<file path="config.mk">
export PLATFORM = sky130hd
export DESIGN_NAME = point_centroid_sequencer_flat
export DESIGN_NICKNAME = d
export VERILOG_FILES = /design/src/rtl/point_centroid_sequencer_if.sv /design/src/rtl/point_centroid_sequencer.sv /design/src/flat_wrapper.sv
export SDC_FILE = /design/constraint.sdc
export NUM_CORES = 1
export LEC_CHECK = 0
export ABC_AREA = 1
export CORE_UTILIZATION = 55
export CTS_CLUSTER_DIAMETER = 60
export DETAILED_ROUTE_END_ITERATION = 10
export GPL_TIMING_DRIVEN = 0
export PLACE_DENSITY = 0.8
export REMOVE_ABC_BUFFERS = 1
export SLEW_MARGIN = 20
export SYNTH_ARGS = -nofsm -noshare
export SYNTH_HDL_FRONTEND = slang
export SYNTH_SLANG_ARGS = --single-unit
</file>
<file path="constraint.sdc">
create_clock -name CLK -period 2.7 [get_ports CLK]
set_input_delay 0.81 -clock CLK [delete_from_list [all_inputs] [get_ports CLK]]
set_output_delay 0.81 -clock CLK [all_outputs]
set_load 0.02 [all_outputs]
</file>
<file path="src/rtl/point_centroid_sequencer_if.sv">
// Accumulator-table access bus between the centroid sequencer (master) and the blob table (slave).
interface point_centroid_sequencer_if #(
  parameter int unsigned ADDR_W = 4,
  parameter int unsigned SUM_W  = 32
);
  logic [ADDR_W-1:0] TBL_ADDR;
  logic              TBL_RD;
  logic              TBL_CLR;
  logic [SUM_W-1:0]  TBL_SUM_H;
  logic [SUM_W-1:0]  TBL_SUM_V;
  logic [15:0]       TBL_CNT;

  modport master (
    output TBL_ADDR, TBL_RD, TBL_CLR,
    input  TBL_SUM_H, TBL_SUM_V, TBL_CNT
  );

  modport slave (
    input  TBL_ADDR, TBL_RD, TBL_CLR,
    output TBL_SUM_H, TBL_SUM_V, TBL_CNT
  );
endinterface

</file>
<file path="src/rtl/point_centroid_sequencer.sv">
// Frame-end walker of the blob accumulator table: divides qualifying slots into centroids,
// publishes up to four points per frame and clears every slot behind it.
module point_centroid_sequencer #(
  parameter int unsigned NUM_SLOTS  = 16,
  parameter int unsigned ADDR_W     = 4,
  parameter int unsigned SUM_W      = 32,
  parameter int unsigned MIN_PIXELS = 4
) (
  input  logic                       CLK,
  input  logic                       RST,
  input  logic                       VGA_VS,
  point_centroid_sequencer_if.master tbl,
  output logic                       BUSY,
  output logic                       FRAME_DONE,
  output logic                       OVERRUN,
  output logic [2:0]                 POINT_COUNT,
  output logic [3:0]                 POINT_VALID,
  output logic [7:0]                 DROPPED,
  output logic [15:0]                POINTS_H_0,
  output logic [15:0]                POINTS_H_1,
  output logic [15:0]                POINTS_H_2,
  output logic [15:0]                POINTS_H_3,
  output logic [15:0]                POINTS_V_0,
  output logic [15:0]                POINTS_V_1,
  output logic [15:0]                POINTS_V_2,
  output logic [15:0]                POINTS_V_3
);
  localparam int unsigned CNT_W   = 16;
  localparam int unsigned PT_W    = 16;
  localparam int unsigned NUM_PTS = 4;
  localparam int unsigned IDX_W   = 3;
  localparam int unsigned DROP_W  = 8;
  localparam int unsigned ITER_W  = $clog2(SUM_W);

  typedef enum logic [2:0] {
    S_IDLE, S_RD, S_WAIT, S_CHK, S_DIVH, S_DIVV, S_STORE, S_PUBLISH
  } state_e;

  state_e state_q, state_d;

  logic                              vs_q;
  logic [ADDR_W-1:0]                 slot_q, slot_d;
  logic [IDX_W-1:0]                  out_idx_q, out_idx_d;
  logic [SUM_W-1:0]                  sum_h_q, sum_h_d, sum_v_q, sum_v_d;
  logic [CNT_W-1:0]                  cnt_q, cnt_d;
  logic [SUM_W-1:0]                  quo_q, quo_d;
  logic [CNT_W-1:0]                  rem_q, rem_d;
  logic [ITER_W-1:0]                 iter_q, iter_d;
  logic [PT_W-1:0]                   qh_q, qh_d, qv_q, qv_d;
  logic [NUM_PTS-1:0][PT_W-1:0]      sh_h_q, sh_h_d, sh_v_q, sh_v_d;
  logic [NUM_PTS-1:0]                sh_valid_q, sh_valid_d;
  logic [DROP_W-1:0]                 drop_acc_q, drop_acc_d;

  logic [ADDR_W-1:0]                 tbl_addr_q, tbl_addr_d;
  logic                              tbl_rd_q, tbl_rd_d, tbl_clr_q, tbl_clr_d;
  logic                              busy_q, busy_d, frame_done_q, frame_done_d;
  logic                              overrun_q, overrun_d;
  logic [IDX_W-1:0]                  point_count_q, point_count_d;
  logic [NUM_PTS-1:0]                point_valid_q, point_valid_d;
  logic [DROP_W-1:0]                 dropped_q, dropped_d;
  logic [NUM_PTS-1:0][PT_W-1:0]      pts_h_q, pts_h_d, pts_v_q, pts_v_d;

  logic                              edge_c, qualify_c, last_slot_c, iter_last_c, room_c;
  logic [CNT_W:0]                    rem_sh_c, rem_sub_c;
  logic                              ge_c;
  logic [CNT_W-1:0]                  step_rem_c;
  logic [SUM_W-1:0]                  step_quo_c;

  function automatic logic [PT_W-1:0] sat_pt(input logic [SUM_W-1:0] q);
    return (q > SUM_W'({PT_W{1'b1}})) ? {PT_W{1'b1}} : q[PT_W-1:0];
  endfunction

  assign edge_c      = VGA_VS & ~vs_q;
  assign qualify_c   = cnt_q >= CNT_W'(MIN_PIXELS);
  assign last_slot_c = slot_q == ADDR_W'(NUM_SLOTS - 1);
  assign iter_last_c = iter_q == ITER_W'(SUM_W - 1);
  assign room_c      = out_idx_q < IDX_W'(NUM_PTS);

  // One restoring-division step shared by the H and V passes
  assign rem_sh_c   = {rem_q, quo_q[SUM_W-1]};
  assign rem_sub_c  = rem_sh_c - {1'b0, cnt_q};
  assign ge_c       = rem_sh_c >= {1'b0, cnt_q};
  assign step_rem_c = ge_c ? rem_sub_c[CNT_W-1:0] : rem_sh_c[CNT_W-1:0];
  assign step_quo_c = {quo_q[SUM_W-2:0], ge_c};

  always_ff @(posedge CLK) begin
    if (RST) state_q <= S_IDLE;
    else     state_q <= state_d;
  end

  always_comb begin
    state_d = state_q;
    case (state_q)
      S_IDLE:    if (edge_c) state_d = S_RD;
      S_RD:      state_d = S_WAIT;
      S_WAIT:    state_d = S_CHK;
      S_CHK: begin
        if (qualify_c && room_c) state_d = S_DIVH;
        else if (last_slot_c)    state_d = S_PUBLISH;
        else                     state_d = S_RD;
      end
      S_DIVH:    if (iter_last_c) state_d = S_DIVV;
      S_DIVV:    if (iter_last_c) state_d = S_STORE;
      S_STORE:   state_d = last_slot_c ? S_PUBLISH : S_RD;
      S_PUBLISH: state_d = S_IDLE;
      default:   state_d = S_IDLE;
    endcase
  end

  always_comb begin
    slot_d        = slot_q;
    out_idx_d     = out_idx_q;
    sum_h_d       = sum_h_q;
    sum_v_d       = sum_v_q;
    cnt_d         = cnt_q;
    quo_d         = quo_q;
    rem_d         = rem_q;
    iter_d        = iter_q;
    qh_d          = qh_q;
    qv_d          = qv_q;
    sh_h_d        = sh_h_q;
    sh_v_d        = sh_v_q;
    sh_valid_d    = sh_valid_q;
    drop_acc_d    = drop_acc_q;
    point_count_d = point_count_q;
    point_valid_d = point_valid_q;
    dropped_d     = dropped_q;
    pts_h_d       = pts_h_q;
    pts_v_d       = pts_v_q;

    case (state_q)
      S_IDLE: begin
        if (edge_c) begin
          slot_d    = '0;
          out_idx_d = '0;
        end
      end
      S_WAIT: begin
        sum_h_d = tbl.TBL_SUM_H;
        sum_v_d = tbl.TBL_SUM_V;
        cnt_d   = tbl.TBL_CNT;
      end
      S_CHK: begin
        if (qualify_c && room_c) begin
          quo_d  = sum_h_q;
          rem_d  = '0;
          iter_d = '0;
        end else begin
          if (qualify_c && drop_acc_q != {DROP_W{1'b1}})
            drop_acc_d = drop_acc_q + DROP_W'(1);
          if (!last_slot_c) slot_d = slot_q + ADDR_W'(1);
        end
      end
      S_DIVH: begin
        quo_d  = step_quo_c;
        rem_d  = step_rem_c;
        iter_d = iter_q + ITER_W'(1);
        if (iter_last_c) begin
          qh_d   = sat_pt(step_quo_c);
          quo_d  = sum_v_q;
          rem_d  = '0;
          iter_d = '0;
        end
      end
      S_DIVV: begin
        quo_d  = step_quo_c;
        rem_d  = step_rem_c;
        iter_d = iter_q + ITER_W'(1);
        if (iter_last_c) qv_d = sat_pt(step_quo_c);
      end
      S_STORE: begin
        sh_h_d[out_idx_q[1:0]]     = qh_q;
        sh_v_d[out_idx_q[1:0]]     = qv_q;
        sh_valid_d[out_idx_q[1:0]] = 1'b1;
        out_idx_d                  = out_idx_q + IDX_W'(1);
        if (!last_slot_c) slot_d = slot_q + ADDR_W'(1);
      end
      S_PUBLISH: begin
        sh_h_d     = '0;
        sh_v_d     = '0;
        sh_valid_d = '0;
        drop_acc_d = '0;
      end
      default: ;
    endcase

    // Outputs load on PUBLISH entry, forwarding any shadow write from the same edge
    if (state_d == S_PUBLISH) begin
      point_count_d = out_idx_d;
      point_valid_d = sh_valid_d;
      dropped_d     = drop_acc_d;
      for (int unsigned i = 0; i < NUM_PTS; i++) begin
        pts_h_d[i] = sh_valid_d[i] ? sh_h_d[i] : '0;
        pts_v_d[i] = sh_valid_d[i] ? sh_v_d[i] : '0;
      end
    end

    tbl_rd_d     = state_d == S_RD;
    tbl_clr_d    = state_d == S_CHK;
    tbl_addr_d   = (state_d != S_IDLE) ? slot_d : '0;
    busy_d       = state_d != S_IDLE;
    frame_done_d = state_d == S_PUBLISH;
    overrun_d    = edge_c && (state_q != S_IDLE);
  end

  always_ff @(posedge CLK) begin
    if (RST) begin
      vs_q          <= 1'b0;
      slot_q        <= '0;
      out_idx_q     <= '0;
      sum_h_q       <= '0;
      sum_v_q       <= '0;
      cnt_q         <= '0;
      quo_q         <= '0;
      rem_q         <= '0;
      iter_q        <= '0;
      qh_q          <= '0;
      qv_q          <= '0;
      sh_h_q        <= '0;
      sh_v_q        <= '0;
      sh_valid_q    <= '0;
      drop_acc_q    <= '0;
      tbl_addr_q    <= '0;
      tbl_rd_q      <= 1'b0;
      tbl_clr_q     <= 1'b0;
      busy_q        <= 1'b0;
      frame_done_q  <= 1'b0;
      overrun_q     <= 1'b0;
      point_count_q <= '0;
      point_valid_q <= '0;
      dropped_q     <= '0;
      pts_h_q       <= '0;
      pts_v_q       <= '0;
    end else begin
      vs_q          <= VGA_VS;
      slot_q        <= slot_d;
      out_idx_q     <= out_idx_d;
      sum_h_q       <= sum_h_d;
      sum_v_q       <= sum_v_d;
      cnt_q         <= cnt_d;
      quo_q         <= quo_d;
      rem_q         <= rem_d;
      iter_q        <= iter_d;
      qh_q          <= qh_d;
      qv_q          <= qv_d;
      sh_h_q        <= sh_h_d;
      sh_v_q        <= sh_v_d;
      sh_valid_q    <= sh_valid_d;
      drop_acc_q    <= drop_acc_d;
      tbl_addr_q    <= tbl_addr_d;
      tbl_rd_q      <= tbl_rd_d;
      tbl_clr_q     <= tbl_clr_d;
      busy_q        <= busy_d;
      frame_done_q  <= frame_done_d;
      overrun_q     <= overrun_d;
      point_count_q <= point_count_d;
      point_valid_q <= point_valid_d;
      dropped_q     <= dropped_d;
      pts_h_q       <= pts_h_d;
      pts_v_q       <= pts_v_d;
    end
  end

  assign tbl.TBL_ADDR = tbl_addr_q;
  assign tbl.TBL_RD   = tbl_rd_q;
  assign tbl.TBL_CLR  = tbl_clr_q;
  assign BUSY         = busy_q;
  assign FRAME_DONE   = frame_done_q;
  assign OVERRUN      = overrun_q;
  assign POINT_COUNT  = point_count_q;
  assign POINT_VALID  = point_valid_q;
  assign DROPPED      = dropped_q;
  assign POINTS_H_0   = pts_h_q[0];
  assign POINTS_H_1   = pts_h_q[1];
  assign POINTS_H_2   = pts_h_q[2];
  assign POINTS_H_3   = pts_h_q[3];
  assign POINTS_V_0   = pts_v_q[0];
  assign POINTS_V_1   = pts_v_q[1];
  assign POINTS_V_2   = pts_v_q[2];
  assign POINTS_V_3   = pts_v_q[3];
endmodule
</file>
<file path="src/flat_wrapper.sv">
// flat-port wrapper written by rule: the top's interface ports become plain ports
module point_centroid_sequencer_flat 
#(
  parameter int unsigned NUM_SLOTS  = 16,
  parameter int unsigned ADDR_W     = 4,
  parameter int unsigned SUM_W      = 32,
  parameter int unsigned MIN_PIXELS = 4
)
  (CLK, RST, VGA_VS, BUSY, FRAME_DONE, OVERRUN, POINT_COUNT, POINT_VALID, DROPPED, POINTS_H_0, POINTS_H_1, POINTS_H_2, POINTS_H_3, POINTS_V_0, POINTS_V_1, POINTS_V_2, POINTS_V_3, tbl_TBL_ADDR, tbl_TBL_RD, tbl_TBL_CLR, tbl_TBL_SUM_H, tbl_TBL_SUM_V, tbl_TBL_CNT);
  point_centroid_sequencer_if #(.ADDR_W(ADDR_W), .SUM_W(SUM_W)) tbl_i ();
  input  logic CLK;
  input  logic RST;
  input  logic VGA_VS;
  output logic BUSY;
  output logic FRAME_DONE;
  output logic OVERRUN;
  output logic [2:0] POINT_COUNT;
  output logic [3:0] POINT_VALID;
  output logic [7:0] DROPPED;
  output logic [15:0] POINTS_H_0;
  output logic [15:0] POINTS_H_1;
  output logic [15:0] POINTS_H_2;
  output logic [15:0] POINTS_H_3;
  output logic [15:0] POINTS_V_0;
  output logic [15:0] POINTS_V_1;
  output logic [15:0] POINTS_V_2;
  output logic [15:0] POINTS_V_3;
  output wire logic [$bits(tbl_i.TBL_ADDR)-1:0] tbl_TBL_ADDR;
  output wire logic [$bits(tbl_i.TBL_RD)-1:0] tbl_TBL_RD;
  output wire logic [$bits(tbl_i.TBL_CLR)-1:0] tbl_TBL_CLR;
  input wire logic [$bits(tbl_i.TBL_SUM_H)-1:0] tbl_TBL_SUM_H;
  input wire logic [$bits(tbl_i.TBL_SUM_V)-1:0] tbl_TBL_SUM_V;
  input wire logic [$bits(tbl_i.TBL_CNT)-1:0] tbl_TBL_CNT;
  assign tbl_TBL_ADDR = tbl_i.TBL_ADDR;
  assign tbl_TBL_RD = tbl_i.TBL_RD;
  assign tbl_TBL_CLR = tbl_i.TBL_CLR;
  assign tbl_i.TBL_SUM_H = tbl_TBL_SUM_H;
  assign tbl_i.TBL_SUM_V = tbl_TBL_SUM_V;
  assign tbl_i.TBL_CNT = tbl_TBL_CNT;
  point_centroid_sequencer #(.NUM_SLOTS(NUM_SLOTS), .ADDR_W(ADDR_W), .SUM_W(SUM_W), .MIN_PIXELS(MIN_PIXELS)) u_core (.CLK(CLK), .RST(RST), .VGA_VS(VGA_VS), .tbl(tbl_i), .BUSY(BUSY), .FRAME_DONE(FRAME_DONE), .OVERRUN(OVERRUN), .POINT_COUNT(POINT_COUNT), .POINT_VALID(POINT_VALID), .DROPPED(DROPPED), .POINTS_H_0(POINTS_H_0), .POINTS_H_1(POINTS_H_1), .POINTS_H_2(POINTS_H_2), .POINTS_H_3(POINTS_H_3), .POINTS_V_0(POINTS_V_0), .POINTS_V_1(POINTS_V_1), .POINTS_V_2(POINTS_V_2), .POINTS_V_3(POINTS_V_3));
endmodule
</file>
==> results of run 1 <==
-- path summary, 6_finish.rpt --
kind	endpoint	slack (ns)
min reg2reg	u_core.sum_v_q[1]	0.45
max	u_core.qv_q[0]	0.14
min	u_core.sum_v_q[1]	0.45
max reg2reg	u_core.qv_q[0]	0.14
-- final cells by class --
type	instances	area (sq um)
antenna	3	7.507
clock buffer	73	1469
clock inverter	17	183.9
fill	2976	11520
inverter	353	1363
multi-input combinational	1957	9131
sequential	468	9371
tap	468	585.6
timing repair buffer	267	2983
-- power by group --
group	total (mW)	internal, mW	switching (mW)
combinational	6.17	1.89	4.28
sequential	7.85	7.50	0.343
clock	6.89	3.99	2.90
total	20.9	13.4	7.52
-- repair_timing --
action / in CTS / in global routing
hold buffers: 0 / 0
pin swaps: 9 / 1
resized for setup: 14 / 10
buffers inserted: 17 / 1
endpoints found under the setup margin: 280 / 157
hold endpoints to repair: 0 / 0
cloned: 6 / 1
-- registers in the layout (all words and copies together) (netlist names), 16 cells and up --
| register | flops |
|---|---|
| u_core.POINTS_H_0 | 16 |
| u_core.POINTS_H_1 | 16 |
| u_core.POINTS_H_2 | 16 |
| u_core.POINTS_H_3 | 16 |
| u_core.POINTS_V_0 | 16 |
| u_core.POINTS_V_1 | 16 |
| u_core.POINTS_V_2 | 16 |
| u_core.POINTS_V_3 | 16 |
| u_core.cnt_q | 16 |
| u_core.qh_q | 16 |
| u_core.quo_q | 32 |
| u_core.qv_q | 16 |
| u_core.rem_q | 16 |
| u_core.sh_h_q | 64 |
| u_core.sh_v_q | 64 |
| u_core.sum_h_q | 32 |
| u_core.sum_v_q | 32 |
-- layout by cell type, fill, tap and decap left out, types with 5 or more instances in the layout --
| cell type | instances |
|---|---|
| sky130_fd_sc_hd__xnor2_1 | 7 |
| sky130_fd_sc_hd__o21ai_0 | 342 |
| sky130_fd_sc_hd__clkbuf_1 | 11 |
| sky130_fd_sc_hd__a221oi_1 | 30 |
| sky130_fd_sc_hd__nand2_4 | 5 |
| sky130_fd_sc_hd__clkdlybuf4s50_1 | 233 |
| sky130_fd_sc_hd__clkbuf_8 | 11 |
| sky130_fd_sc_hd__buf_12 | 13 |
| sky130_fd_sc_hd__buf_4 | 8 |
| sky130_fd_sc_hd__inv_2 | 8 |
| sky130_fd_sc_hd__clkbuf_16 | 52 |
| sky130_fd_sc_hd__a21oi_1 | 283 |
| sky130_fd_sc_hd__clkinv_2 | 8 |
| sky130_fd_sc_hd__nor2_4 | 12 |
| sky130_fd_sc_hd__ha_1 | 20 |
| sky130_fd_sc_hd__nor3_1 | 11 |
| sky130_fd_sc_hd__nor2_1 | 259 |
| sky130_fd_sc_hd__nand2_1 | 769 |
| sky130_fd_sc_hd__dfxtp_1 | 466 |
| sky130_fd_sc_hd__inv_1 | 335 |
| sky130_fd_sc_hd__nand4_1 | 7 |
| sky130_fd_sc_hd__o22ai_1 | 6 |
| sky130_fd_sc_hd__buf_16 | 10 |
| sky130_fd_sc_hd__nand3_1 | 167 |
-- kinds of logic (layout without fill, tap and decap cells) --
logic type / Yosys count / in the layout / share of synthesized area, %
DFF: 468 / 468 / 45.79
adders and majority gates: 25 / 25 / 1.566
other: 0 / 3 / 0
and+or+nand+nor: 1247 / 1253 / 24.61
xor gates and xnor gates: 9 / 9 / 0.3853
buffers and inverters: 540 / 710 / 10.58
AOI/OAI and AO/OA: 670 / 670 / 17.06
-- worst register-to-register path, delay by kind of cell, from the launching register on --
kind	cells	cell delay (ns)
buffers and inverters	2	0.13
AND/OR/NAND/NOR	5	1.15
flip-flops	1	0.33
AO/OA/AOI/OAI	2	0.49
adder cells (fa/ha/maj)	1	0.37
-- per-layer routing --
layer  GRT usage, %  wire, um
met4          13.82      2350
met3          6.455      5403
met1          40.96     25860
met5              0         0
met2          52.33     27650
-- stage by stage --
step	setup WS [ns]	util [%]	instances	instance area, sq um
detailed placement	-1.005	62.81	3488	22990
global route	-0.008058	68.53	3604	25090
finish	0.1407	68.54	3606	25090
global placement	-14.26	61.59	3474	22550
floorplan	-1.316	-	2772	19620
CTS	0.05563	68.25	3601	24990
==> metrics.txt, run 1 <==
# TYPE chip_impl_metric gauge
chip_impl_info{name="outcome",value="complete, no violations"} 1
chip_impl_metric{name="synthDominantCellAreaShare",unit="%"} 45.79
chip_impl_metric{name="detail_route.wirelength",unit="um"} 61260
chip_impl_metric{name="areaGrowthSynthToFinish",unit="%"} 22.65
chip_impl_metric{name="fin_nets",unit=""} 3205
chip_impl_metric{name="vias",unit=""} 20010
chip_impl_metric{name="worst-slew-pin-transition",unit="ns"} 0.8334
chip_impl_metric{name="cap_violations",unit=""} 0
chip_impl_info{name="most_frequent_cells_after_synthesis",value="sky130_fd_sc_hd__nand2_1, sky130_fd_sc_hd__dfxtp_1, sky130_fd_sc_hd__o21ai_0"} 1
chip_impl_metric{name="hold_ws",unit="ns"} 0.4523
chip_impl_metric{name="track_usage",unit="%"} 31.99
chip_impl_metric{name="first_pass_iters",unit=""} 5
chip_impl_info{name="worst_path_max_delay_cell",value="sky130_fd_sc_hd__nor2_4"} 1
chip_impl_metric{name="drc",unit=""} 0
chip_impl_info{name="hp-start",value="u_core.sum_v_q[1]"} 1
chip_impl_metric{name="timing.critical_path.required",unit="ns"} 3.19
chip_impl_metric{name="place.gp.congestion",unit=""} 0.8366
chip_impl_info{name="cts_root_cell",value="sky130_fd_sc_hd__clkbuf_16"} 1
chip_impl_metric{name="antenna_found_initial",unit=""} 3
chip_impl_metric{name="maxClockFrequency",unit="MHz"} 390.7
chip_impl_metric{name="setup_total_negative_slack",unit="ns"} 0
chip_impl_metric{name="post_synth_arst_share",unit="%"} 0
chip_impl_metric{name="yosys_warnings",unit=""} 0
chip_impl_metric{name="clk-insertion-delay-late",unit="ns"} 0.61
chip_impl_metric{name="design.core.area",unit="sq um"} 36610
chip_impl_metric{name="critical_path_buf_inv_count",unit=""} 2
chip_impl_metric{name="final_antenna_net_count",unit=""} 0
chip_impl_info{name="crit-reg2reg-launch",value="u_core.cnt_q[14]"} 1
chip_impl_metric{name="postSynthRegisterBits",unit=""} 468
chip_impl_metric{name="worst_r2r_path_depth",unit=""} 10
chip_impl_metric{name="final.setup_skew",unit="ns"} 0.02687
chip_impl_metric{name="synth_edf_count",unit=""} 0
chip_impl_metric{name="max-vdd-ir-drop",unit="V"} 0.0005697
chip_impl_metric{name="post_synth_inst_count",unit=""} 2959
chip_impl_metric{name="cp_slowest_stage_delay",unit="ns"} 0.51
chip_impl_metric{name="logic_depth_of_the_worst_setup_path_including_buffers",unit=""} 10
chip_impl_info{name="clock_tree_from_tritoncts",value="done"} 1
chip_impl_metric{name="timing.final.crit_share",unit="%"} 94.79
chip_impl_metric{name="die_w",unit="um"} 194.9
chip_impl_info{name="yosys.cell_count.top_type",value="sky130_fd_sc_hd__nand2_1"} 1
chip_impl_metric{name="whs_path_depth",unit=""} 2
chip_impl_metric{name="floorplan.initialDensity",unit="%"} 55.89
chip_impl_info{name="synth.largest_area_cell",value="sky130_fd_sc_hd__dfxtp_1"} 1
chip_impl_metric{name="chipHeight",unit="um"} 194.9
chip_impl_info{name="critical_path.startpoint",value="u_core.cnt_q[14]"} 1
chip_impl_metric{name="floorplan.die_area",unit="sq um"} 37970
chip_impl_info{name="postSynth.topFlopCell",value="sky130_fd_sc_hd__dfxtp_1"} 1
chip_impl_info{name="worstPathCellList",value="inv_1 -> ha_1 -> a21oi_1 -> nor2_1 -> nor2_1 -> nand2_1 -> nor2_4 -> nand4_1 -> o21bai_1 -> inv_1"} 1
chip_impl_metric{name="placementRows",unit=""} 70
chip_impl_metric{name="total_leakage_power",unit="nW"} 9.503
chip_impl_metric{name="top_level_ports",unit=""} 235
chip_impl_metric{name="number_of_setup_violations_in_the_final_report",unit=""} 0
chip_impl_info{name="path_class",value="flop to flop"} 1
chip_impl_metric{name="timing.critical_path.arrival",unit="ns"} 3.05
chip_impl_metric{name="route.detailed.wl_per_inst",unit="um"} 16.99
chip_impl_metric{name="hold_viol",unit=""} 0
chip_impl_metric{name="route.detailed.vias_per_inst",unit=""} 5.550
chip_impl_info{name="cpLargestDelayFamily",value="simple AND/OR/NAND/NOR gates"} 1
chip_impl_metric{name="cts.reportedPaths.clkPinSlew",unit="ns"} 0.06
chip_impl_metric{name="drt-initial-drc-count",unit=""} 1684
chip_impl_metric{name="clk_path_buf_depth",unit=""} 3
chip_impl_metric{name="first_global_vias",unit=""} 19470
chip_impl_metric{name="cts.sinks",unit=""} 468
chip_impl_metric{name="finalWorstPathRequiredPeriod",unit="ns"} 2.559
chip_impl_metric{name="io_buffers",unit=""} 234
chip_impl_metric{name="slew_headroom",unit="%"} 44.31
chip_impl_metric{name="htreeDepth",unit=""} 2
chip_impl_metric{name="synth-seq-area-share",unit="%"} 45.79
chip_impl_metric{name="post-layout-total-power",unit="mW"} 20.91
chip_impl_metric{name="grt_first_pass_wirelength",unit="um"} 98300
chip_impl_metric{name="synthesis.area_per_instance",unit="sq um"} 6.914
chip_impl_metric{name="crit_path_max_fanout",unit=""} 18
chip_impl_metric{name="power.density_cell_area",unit="nW/um^2"} 833.4
chip_impl_info{name="critical_path.startpoint_type",value="flop"} 1
chip_impl_metric{name="gr-total-overflow",unit=""} 0
chip_impl_metric{name="drive_above_1_share",unit="%"} 5.263
chip_impl_metric{name="timing_max_transition_violations_final",unit=""} 0
chip_impl_info{name="setup_crit_end_kind",value="flop"} 1
chip_impl_metric{name="synthesis.area",unit="sq um"} 20460
chip_impl_info{name="worstHoldPathType",value="flop to flop"} 1
chip_impl_info{name="synth.area.top_cells",value="sky130_fd_sc_hd__dfxtp_1, sky130_fd_sc_hd__nand2_1, sky130_fd_sc_hd__o21ai_0"} 1
chip_impl_metric{name="largest_net_degree_at_the_start_of_global_routing",unit=""} 119
chip_impl_metric{name="numCtsBuffers",unit=""} 50
chip_impl_metric{name="post-dp-hpwl",unit="um"} 35820
chip_impl_metric{name="synth.lib_cells_used.distinct",unit=""} 35
Power figures use the tool's default switching activity.
==> run 2: changes to the inputs <==
- RECOVER_POWER: unset -> 25
- clock period: 2.7 -> 3 ns (I/O delays scaled with it)
==> metrics.txt, run 2 (same netlist as run 1, synthesis figures left out) <==
# TYPE chip_impl_metric gauge
chip_impl_metric{name="place.gp.congestion",unit=""} 0.8366
chip_impl_metric{name="top_level_ports",unit=""} 235
chip_impl_metric{name="maxClockFrequency",unit="MHz"} 346.6
chip_impl_metric{name="post-layout-total-power",unit="mW"} 18.77
chip_impl_metric{name="power.share.clock",unit="%"} 33.0
chip_impl_info{name="cts_root_cell",value="sky130_fd_sc_hd__clkbuf_16"} 1
chip_impl_info{name="clock_tree_from_tritoncts",value="done"} 1
chip_impl_metric{name="internal_power",unit="mW"} 12.01
chip_impl_metric{name="htreeDepth",unit=""} 2
chip_impl_metric{name="total_of_fill_cells_in_the_finished_design",unit=""} 3001
chip_impl_metric{name="power.switching_fraction",unit="%"} 36.01
chip_impl_metric{name="clk_path_buf_depth",unit=""} 3
chip_impl_metric{name="worst-r2r-setup-slack",unit="ns"} 0.11
chip_impl_metric{name="io_buffers",unit=""} 234
chip_impl_metric{name="drt-initial-drc-count",unit=""} 1681
chip_impl_metric{name="gr-total-overflow",unit=""} 0
chip_impl_metric{name="floorplan.initialDensity",unit="%"} 55.89
chip_impl_metric{name="hold_viol",unit=""} 0
chip_impl_metric{name="slew_headroom",unit="%"} 10.84
chip_impl_metric{name="worst-slew-pin-transition",unit="ns"} 1.337
chip_impl_metric{name="hold_ws",unit="ns"} 0.4527
chip_impl_metric{name="timing.final.crit_share",unit="%"} 96.17
chip_impl_metric{name="ctsHoldBuffers",unit=""} 0
chip_impl_metric{name="route.detailed.vias_per_inst",unit=""} 5.542
chip_impl_metric{name="areaGrowthSynthToFinish",unit="%"} 21.77
chip_impl_metric{name="cts.sinks",unit=""} 468
chip_impl_metric{name="floorplan.die_area",unit="sq um"} 37970
chip_impl_info{name="worst_path_max_delay_cell",value="sky130_fd_sc_hd__nor2_4"} 1
chip_impl_metric{name="detail_route.wirelength",unit="um"} 60710
chip_impl_metric{name="pwr-share-seq",unit="%"} 37.6
chip_impl_metric{name="placementRows",unit=""} 70
chip_impl_metric{name="timing.critical_path.arrival",unit="ns"} 3.42
chip_impl_metric{name="fin_nets",unit=""} 3201
chip_impl_metric{name="numCtsBuffers",unit=""} 50
chip_impl_metric{name="crit_path_max_fanout",unit=""} 36
chip_impl_metric{name="grt_first_pass_wirelength",unit="um"} 97520
chip_impl_metric{name="first_global_vias",unit=""} 19390
chip_impl_metric{name="first_pass_iters",unit=""} 5
chip_impl_metric{name="track_usage",unit="%"} 31.68
chip_impl_metric{name="preCtsSetupSlack",unit="ns"} -0.7046
chip_impl_metric{name="final_antenna_net_count",unit=""} 0
chip_impl_info{name="final_cell_mix",value="sky130_fd_sc_hd__nand2_1, sky130_fd_sc_hd__dfxtp_1, sky130_fd_sc_hd__o21ai_0, sky130_fd_sc_hd__inv_1, sky130_fd_sc_hd__a21oi_1"} 1
chip_impl_metric{name="power.density_cell_area",unit="nW/um^2"} 753.5
chip_impl_metric{name="timing.critical_path.required",unit="ns"} 3.53
chip_impl_metric{name="final.setup_skew",unit="ns"} 0.02739
chip_impl_metric{name="fin_util",unit="%"} 68.05
chip_impl_metric{name="chipHeight",unit="um"} 194.9
chip_impl_metric{name="largest_net_degree_at_the_start_of_global_routing",unit=""} 119
chip_impl_metric{name="final_critical_path_setup_slack",unit="ns"} 0.1148
chip_impl_metric{name="drive_above_1_share",unit="%"} 4.919
chip_impl_info{name="worstPathCellList",value="ha_2 -> buf_12 -> clkinv_2 -> o22ai_1 -> inv_1 -> nor2_4 -> nand2_1 -> a21oi_1"} 1
chip_impl_metric{name="pwr-share-comb",unit="%"} 29.4
chip_impl_metric{name="finalWorstPathRequiredPeriod",unit="ns"} 2.885
chip_impl_info{name="grt_setup_unrepaired",value="no"} 1
chip_impl_metric{name="antenna_found_initial",unit=""} 3
chip_impl_metric{name="number_of_setup_violations_in_the_final_report",unit=""} 0
chip_impl_info{name="cpLargestDelayFamily",value="buffers and inverters"} 1
chip_impl_metric{name="clk-insertion-delay-late",unit="ns"} 0.61
chip_impl_info{name="largest_registers",value="u_core.sh_h_q (64), u_core.sh_v_q (64)"} 1
chip_impl_metric{name="critical_path_buf_inv_count",unit=""} 3
chip_impl_metric{name="timing_max_transition_violations_final",unit=""} 0
chip_impl_metric{name="post-dp-hpwl",unit="um"} 35820
chip_impl_info{name="critical_path.startpoint_type",value="flop"} 1
chip_impl_metric{name="multi_input_area",unit="sq um"} 9067
chip_impl_metric{name="route.detailed.wl_per_inst",unit="um"} 16.86
chip_impl_metric{name="power_switching",unit="mW"} 6.760
chip_impl_info{name="outcome",value="complete, no violations"} 1
chip_impl_metric{name="max-vdd-ir-drop",unit="V"} 0.0005358
chip_impl_metric{name="cp_slowest_stage_delay",unit="ns"} 0.57
chip_impl_metric{name="vias",unit=""} 19960
chip_impl_metric{name="design.core.area",unit="sq um"} 36610
chip_impl_metric{name="cap_violations",unit=""} 0
chip_impl_metric{name="drc",unit=""} 0
chip_impl_metric{name="seq_area",unit="sq um"} 9370
chip_impl_info{name="worstHoldPathType",value="flop to flop"} 1
chip_impl_metric{name="total_leakage_power",unit="nW"} 9.645
chip_impl_metric{name="cts.reportedPaths.clkPinSlew",unit="ns"} 0.06
chip_impl_metric{name="die_w",unit="um"} 194.9
chip_impl_info{name="setup_crit_end_kind",value="flop"} 1
chip_impl_info{name="final_common_cell",value="sky130_fd_sc_hd__nand2_1"} 1
chip_impl_info{name="path_class",value="flop to flop"} 1
[run 2: changes by cell type in the layout (fill, tap and decap cells not counted), sizes merged]
cell	previous run	this run
dlygate4sd3	0	57
inv	352	353
bufinv	3	2
clkdlybuf4s50	233	176
buf	33	30
clkinv	11	12
diode	3	2
clkbuf	74	73
clkinvlp	4	3
[run 2: metrics by stage]
stage          instances  TNS [ns]  instance area [sq um]
2_1_floorplan       2772   -337.00                  19620
3_3_place_gp        3474  -4370.73                  22550
3_5_place_dp        3488    -82.78                  22990
4_1_cts             3596         0                  24860
5_1_grt             3600         0                  24910
6_report            3601         0                  24910
[run 2: layout make-up]
type	count	area share [%]
Antenna cell	2	0.02009
Clock buffer	73	5.896
Clock inverter	17	0.7382
Inverter	353	5.409
Multi-Input combinational cell	1957	36.40
Sequential cell	468	37.61
Tap cell	468	2.350
Timing Repair Buffer	263	11.58
[run 2: worst paths after layout]
kind | start | endpoint | cells after the start
min reg2reg | u_core.sum_v_q[1] | u_core.sum_v_q[1] | 2
min | u_core.sum_v_q[1] | u_core.sum_v_q[1] | 2
max reg2reg | u_core.out_idx_q[0] | u_core.POINTS_V_3[15] | 8
max | u_core.out_idx_q[0] | u_core.POINTS_V_3[15] | 8
[run 2: power groups by stage]
stage / logic (mW) / clock network, mW / registers (mW)
global placement: 5.24 / 0 / 7.14
detailed placement: 5.46 / 0 / 7.16
finish: 5.51 / 6.20 / 7.06
global route: 6.10 / 6.53 / 7.11
CTS: 5.48 / 6.27 / 7.05
floorplan: 3.64 / 0 / 7.10
[run 2: layer usage]
layer	GRT usage, %	up-vias	share of wire (%)
met3	6.420	142	8.7
met1	40.53	9295	42
li1	-	9677	-
met5	0	-	0
met2	52.04	841	46
met4	13.21	0	3.4
[run 2: timing repair]
| action | CTS | global route |
|---|---|---|
| endpoints found under the setup margin | 132 | 225 |
| cloned | 6 | 0 |
| resized for setup | 7 | 8 |
| pin swaps | 6 | 3 |
| buffers inserted | 12 | 3 |
[run 2: worst register-to-register path, stage by stage, from the launching register on]
cell and delay, ns:
sky130_fd_sc_hd__dfxtp_1 0.42, sky130_fd_sc_hd__ha_2 0.55, sky130_fd_sc_hd__buf_12 0.28, sky130_fd_sc_hd__clkinv_2 0.33
sky130_fd_sc_hd__o22ai_1 0.26, sky130_fd_sc_hd__inv_1 0.16, sky130_fd_sc_hd__nor2_4 0.58, sky130_fd_sc_hd__nand2_1 0.11
sky130_fd_sc_hd__a21oi_1 0.15
